===== config.mk =====
export PLATFORM = sky130hd
export DESIGN_NAME = reg_wb_arbiter
export DESIGN_NICKNAME = d
export VERILOG_FILES = /design/src/rtl/reg_wb_arbiter.sv
export SDC_FILE = /design/constraint.sdc
export NUM_CORES = 1
export LEC_CHECK = 0
export ABC_AREA = 1
export BUFFER_PORTS_ARGS = -buffer_cell sky130_fd_sc_hd__buf_2
export CORE_MARGIN = 8
export CORE_UTILIZATION = 43
export DETAILED_ROUTE_END_ITERATION = 10
export PLACE_DENSITY = 0.84
export SYNTH_ARGS = -nofsm -noshare
export SYNTH_HDL_FRONTEND = slang
export SYNTH_SLANG_ARGS = --single-unit

===== constraint.sdc =====
create_clock -name clock -period 1.6 [get_ports clock]
set_input_delay 0.32 -clock clock [delete_from_list [all_inputs] [get_ports clock]]
set_output_delay 0.32 -clock clock [all_outputs]
set_load 0.02 [all_outputs]

===== src/rtl/reg_wb_arbiter.sv =====
// rtl/reg_wb_arbiter.sv - round-robin write-back arbiter for the register file write port
// Optional WB_FORWARD_EN adds a write-to-decode bypass on the registered write outputs.
module reg_wb_arbiter #(
    parameter int DATA_W = 32,
    parameter int ADDR_W = 5,
    parameter int CNT_W  = 16
) (
    input  logic              clock,
    input  logic              reset_n,
    input  logic              wb_stall,
    input  logic              req0_valid,
    input  logic [ADDR_W-1:0] req0_addr,
    input  logic [DATA_W-1:0] req0_data,
    output logic              req0_ready,
    input  logic              req1_valid,
    input  logic [ADDR_W-1:0] req1_addr,
    input  logic [DATA_W-1:0] req1_data,
    output logic              req1_ready,
    output logic              RegWrite,
    output logic [ADDR_W-1:0] WriteReg,
    output logic [DATA_W-1:0] WriteData,
    output logic [CNT_W-1:0]  conflict_cnt
`ifdef WB_FORWARD_EN
    ,
    input  logic [ADDR_W-1:0] fwd_raddr1,
    input  logic [ADDR_W-1:0] fwd_raddr2,
    output logic              fwd_hit1,
    output logic              fwd_hit2,
    output logic [DATA_W-1:0] fwd_data1,
    output logic [DATA_W-1:0] fwd_data2
`endif
);

    logic rr_ptr;
    logic contended;
    logic grant0;
    logic grant1;

    assign contended  = req0_valid && req1_valid && !wb_stall;
    assign grant0     = !wb_stall && req0_valid && (!req1_valid || !rr_ptr);
    assign grant1     = !wb_stall && req1_valid && (!req0_valid || rr_ptr);
    assign req0_ready = grant0;
    assign req1_ready = grant1;

    always_ff @(posedge clock or negedge reset_n) begin
        if (!reset_n) begin
            RegWrite     <= 1'b0;
            WriteReg     <= '0;
            WriteData    <= '0;
            conflict_cnt <= '0;
            rr_ptr       <= 1'b0;
        end else begin
            // Writes to register 0 are consumed but never reach the register file.
            RegWrite <= (grant0 && (req0_addr != '0)) || (grant1 && (req1_addr != '0));
            if (grant0) begin
                WriteReg  <= req0_addr;
                WriteData <= req0_data;
            end else if (grant1) begin
                WriteReg  <= req1_addr;
                WriteData <= req1_data;
            end
            if (contended) begin
                rr_ptr <= grant0;
                if (conflict_cnt != '1)
                    conflict_cnt <= conflict_cnt + 1'b1;
            end
        end
    end

`ifdef WB_FORWARD_EN
    assign fwd_hit1  = RegWrite && (WriteReg == fwd_raddr1) && (fwd_raddr1 != '0);
    assign fwd_hit2  = RegWrite && (WriteReg == fwd_raddr2) && (fwd_raddr2 != '0);
    assign fwd_data1 = WriteData;
    assign fwd_data2 = WriteData;
`endif

endmodule

==> qor.csv <==
stage,metric,value,unit
run_status,status,"complete, no violations",
timing,Setup TNS,0,ns
final_layout,Diodes inserted,0,
final_layout,Total Nets Final,673,
power_and_ir_drop,Sw Share,0.3666,
timing,endpoints failing setup,0,
synthesis,XOR/XNOR Fraction of Synth Area,0.01977,
global_route,Overflow after GRT,0,
routing,vias,3396,
final_layout,non-filler instance count after layout,693,
synthesis,Synth Flop Type,dfrtp_1,
timing,RSZ-0062 raised after global routing,no,
synthesis,syn_nets,525,
routing,DR WL/cell,13.39,um
routing,DRC,0,
synthesis,Async SR Flop Fraction,1.000,
synthesis,register bit total from synthesis,55,
floorplanning,die height,100.9,um
clock_tree,CTS Buf Count,5,
timing,Worst Clk Skew,0.009067,ns
floorplanning,Initial Util,0.4368,
placement,IO buf count,134,
timing,Slew HR,0.6476,
synthesis,Yosys warnings,0,
critical_path,Critical Path Stages,2,
global_route,M2 GR Usage,0.3016,
synthesis,post-synthesis cell type count,24,
synthesis,cell taking the most area after synthesis,dfrtp_1,
clock_tree,root buffer cell,clkbuf_8,
global_route,M3 GR Usage,0.06354,
routing,detailed-router iteration count before antenna repair,5,
power_and_ir_drop,power share of the combinational group,0.347,
synthesis,synthesized cell area,3100,sq um
synthesis,Compound-Gate Fraction of Synth Area,0.07425,
synthesis,largest family of logic cells by synthesized area,simple AND/OR/NAND/NOR gates,
timing,Final Hold Viols,0,
critical_path,worst path cell trace,"a21oi_4, buf_2",
clock_tree,clock latency at the later pin of the worst-skew pair,0.31,ns
floorplanning,core area,7098,sq um
placement,placed insts,684,
synthesis,Yosys top cell area share,0.4439,
timing,f_max,0.6539,GHz
critical_path,Slowest cell on crit path,dfrtp_1,
global_route,initial antenna violation count,0,
job,max_cap viols,0,
power_and_ir_drop,Max VDD drop,0.5998,mV
critical_path,Critical Path Start Type,register,
synthesis,Post-synth EDFFs,0,
timing,fin crit share,0.9559,
power_and_ir_drop,Flop pwr share,0.450,
floorplanning,IO Count,135,
critical_path,r2r setup slk,0.11,ns
global_route,largest net degree at the start of global routing,40,
critical_path,family with the most delay on the worst path,flip-flops,
min_path,worst hold-check path type,input pin to async pin,
timing,Slew @ Worst Pin,0.5255,ns
synthesis,top post-synthesis cells by count,"186 x nand2_1, 55 x dfrtp_1, 50 x inv_1",
global_route,most used routing layer,met2,
critical_path,Crit Path Max Fanout,5,
floorplanning,Die W,100.9,um
routing,Routed Antenna Nets,0,
power_and_ir_drop,Pint,2.428,mW
synthesis,"Avg Cell Area, Syn",6.967,sq um
power_and_ir_drop,power share of the clock group,0.203,
routing,via/cell ratio,4.900,
power_and_ir_drop,Static Leakage,2.367,nW
synthesis,register area share after synthesis,0.4439,
synthesis,adder-cell area share of the yosys netlist,0.004036,
final_layout,layout cells sized above 1,0.3114,
timing,crit path time final,1.529,ns
routing,Iteration-0 DRC Markers,105,
critical_path,Reg2Reg Depth,6,
clock_tree,CTS tree,yes,
critical_path,crit path DAT,1.21,ns
critical_path,Crit. End Element,output port,
synthesis,Post-Syn Instances,445,
synthesis,Post-Synth Simple-Gate Area,0.3596,
critical_path,Worst R2R End,conflict_cnt[14],
synthesis,top-count cell post-synth,nand2_1,
final_layout,Area Growth Syn to Fin,33.54,%
clock_tree,Clock transition at path regs,0.10,ns
clock_tree,clock sinks,55,
synthesis,multiplexer area fraction after synthesis,0,
critical_path,FF-to-FF Start,conflict_cnt[0],
synthesis,ranking of synthesized cells by area,"dfrtp_1 44%, nand2_1 23%, nand3_1 7.3%",
power_and_ir_drop,PwrDens,925.8,nW/um^2
critical_path,Crit Path Category,register to output port,
clock_tree,cts hold-fix bufs,0,
floorplanning,num rows,31,
placement,GPL Wtd Cong,0.9561,
routing,final WL,9279,um
critical_path,Worst EP required,1.28,ns
floorplanning,die area,10180,sq um
global_route,vias in the first global route,3372,
global_route,gr usage total,0.1840,
power_and_ir_drop,net switching power figure,1.405,mW
global_route,GRT met1 Usage,0.2179,
clock_tree,clk buf depth,2,
timing,Slew Limit Fails,0,
clock_tree,htree depth,2,
critical_path,Worst Path Buf+Inv,1,
placement,DP HPWL,7298,um
global_route,first-pass GRT wire length,15330,um
final_layout,Fillers,677,
critical_path,"slowest stage delay, CP",0.44,ns
state kept, by name, indices dropped and copies added, names as in the netlist:
register,flops
WriteReg,5
WriteData,32
RegWrite,1
conflict_cnt,16
rr_ptr,1
power groups by stage:
stage	Combinational [mW]	Sequential, mW	Clock [mW]
2_1_floorplan	0.464	2.02	0
3_3_place_gp	1.29	1.74	0
3_5_place_dp	1.31	1.75	0
4_1_cts	1.32	1.73	0.806
5_1_grt	1.47	1.75	0.871
6_report	1.33	1.73	0.778
stage by stage:
step                      hold slack, ns  instance area (sq um)  power, mW  utilization  worst slack [ns]
after CTS                        0.01397                   4126      3.849       0.5814           0.01845
after floorplan                  0.02441                   3102      2.487            -          0.007997
final                            0.02387                   4140      3.833       0.5833           0.07062
after detailed placement          0.3593                   4029      3.063       0.5676           -0.1544
after global routing             0.02986                   4140      4.099       0.5833           0.01005
after global placement            0.3513                   4029      3.027       0.5676          -0.06296
placed cells by master (no fill, tap or decap), types with 4 or more instances in the layout:
master,instances
o21ai_0,29
nand3_1,45
inv_1,50
o21ai_1,11
nand2_1,186
buf_2,134
nor2_1,14
buf_4,27
clkbuf_8,5
xnor2_1,4
nand4_1,9
dfrtp_1,54
worst max-delay path by stage:
stage                         start          endpoint
floorplan           conflict_cnt[1]  conflict_cnt[14]
detailed placement       req0_valid  conflict_cnt[14]
global route                 rr_ptr        req0_ready
CTS                          rr_ptr        req0_ready
finish                       rr_ptr        req0_ready
global placement         req0_valid   conflict_cnt[6]
layer usage:
layer / up-vias / share of wire
met5: - / 0
met4: 0 / 0.020
met3: 19 / 0.11
met2: 135 / 0.45
met1: 1563 / 0.42
li1: 1679 / -
what timing repair did:
| item | CTS | global route |
|---|---|---|
| setup endpoints to repair | 11 | 5 |
| cloned | 0 | 0 |
| resized for setup | 1 | 2 |
| buffers inserted | 0 | 1 |
| pin swaps | 0 | 1 |
worst register-to-register path, stage by stage, from the launching register on:
cell and delay, ns:
dfrtp_2 0.41, ha_1 0.21, nand2_1 0.08, nor2_2 0.06, a21boi_2 0.44, nand2_1 0.14
nand2_1 0.09
logic make-up after synthesis:
kind of cell,count (synthesis)
xor+xnor,7
compound gates,44
flops,55
simple gates,264
fa+ha+maj,1
buf+inv,74
cell type report:
class                   instances  area [sq um]  share of cell area
inverters                      52         195.2             0.04714
clock inverters                 3         25.02            0.006044
repair buffers                163         913.4              0.2206
clock buffers                   5         68.82             0.01662
well taps                      99         123.9             0.02992
multi-input cells             316          1436              0.3469
flip-flops and latches         55          1378              0.3327
No activity file was read; power rests on OpenSTA's default activity.
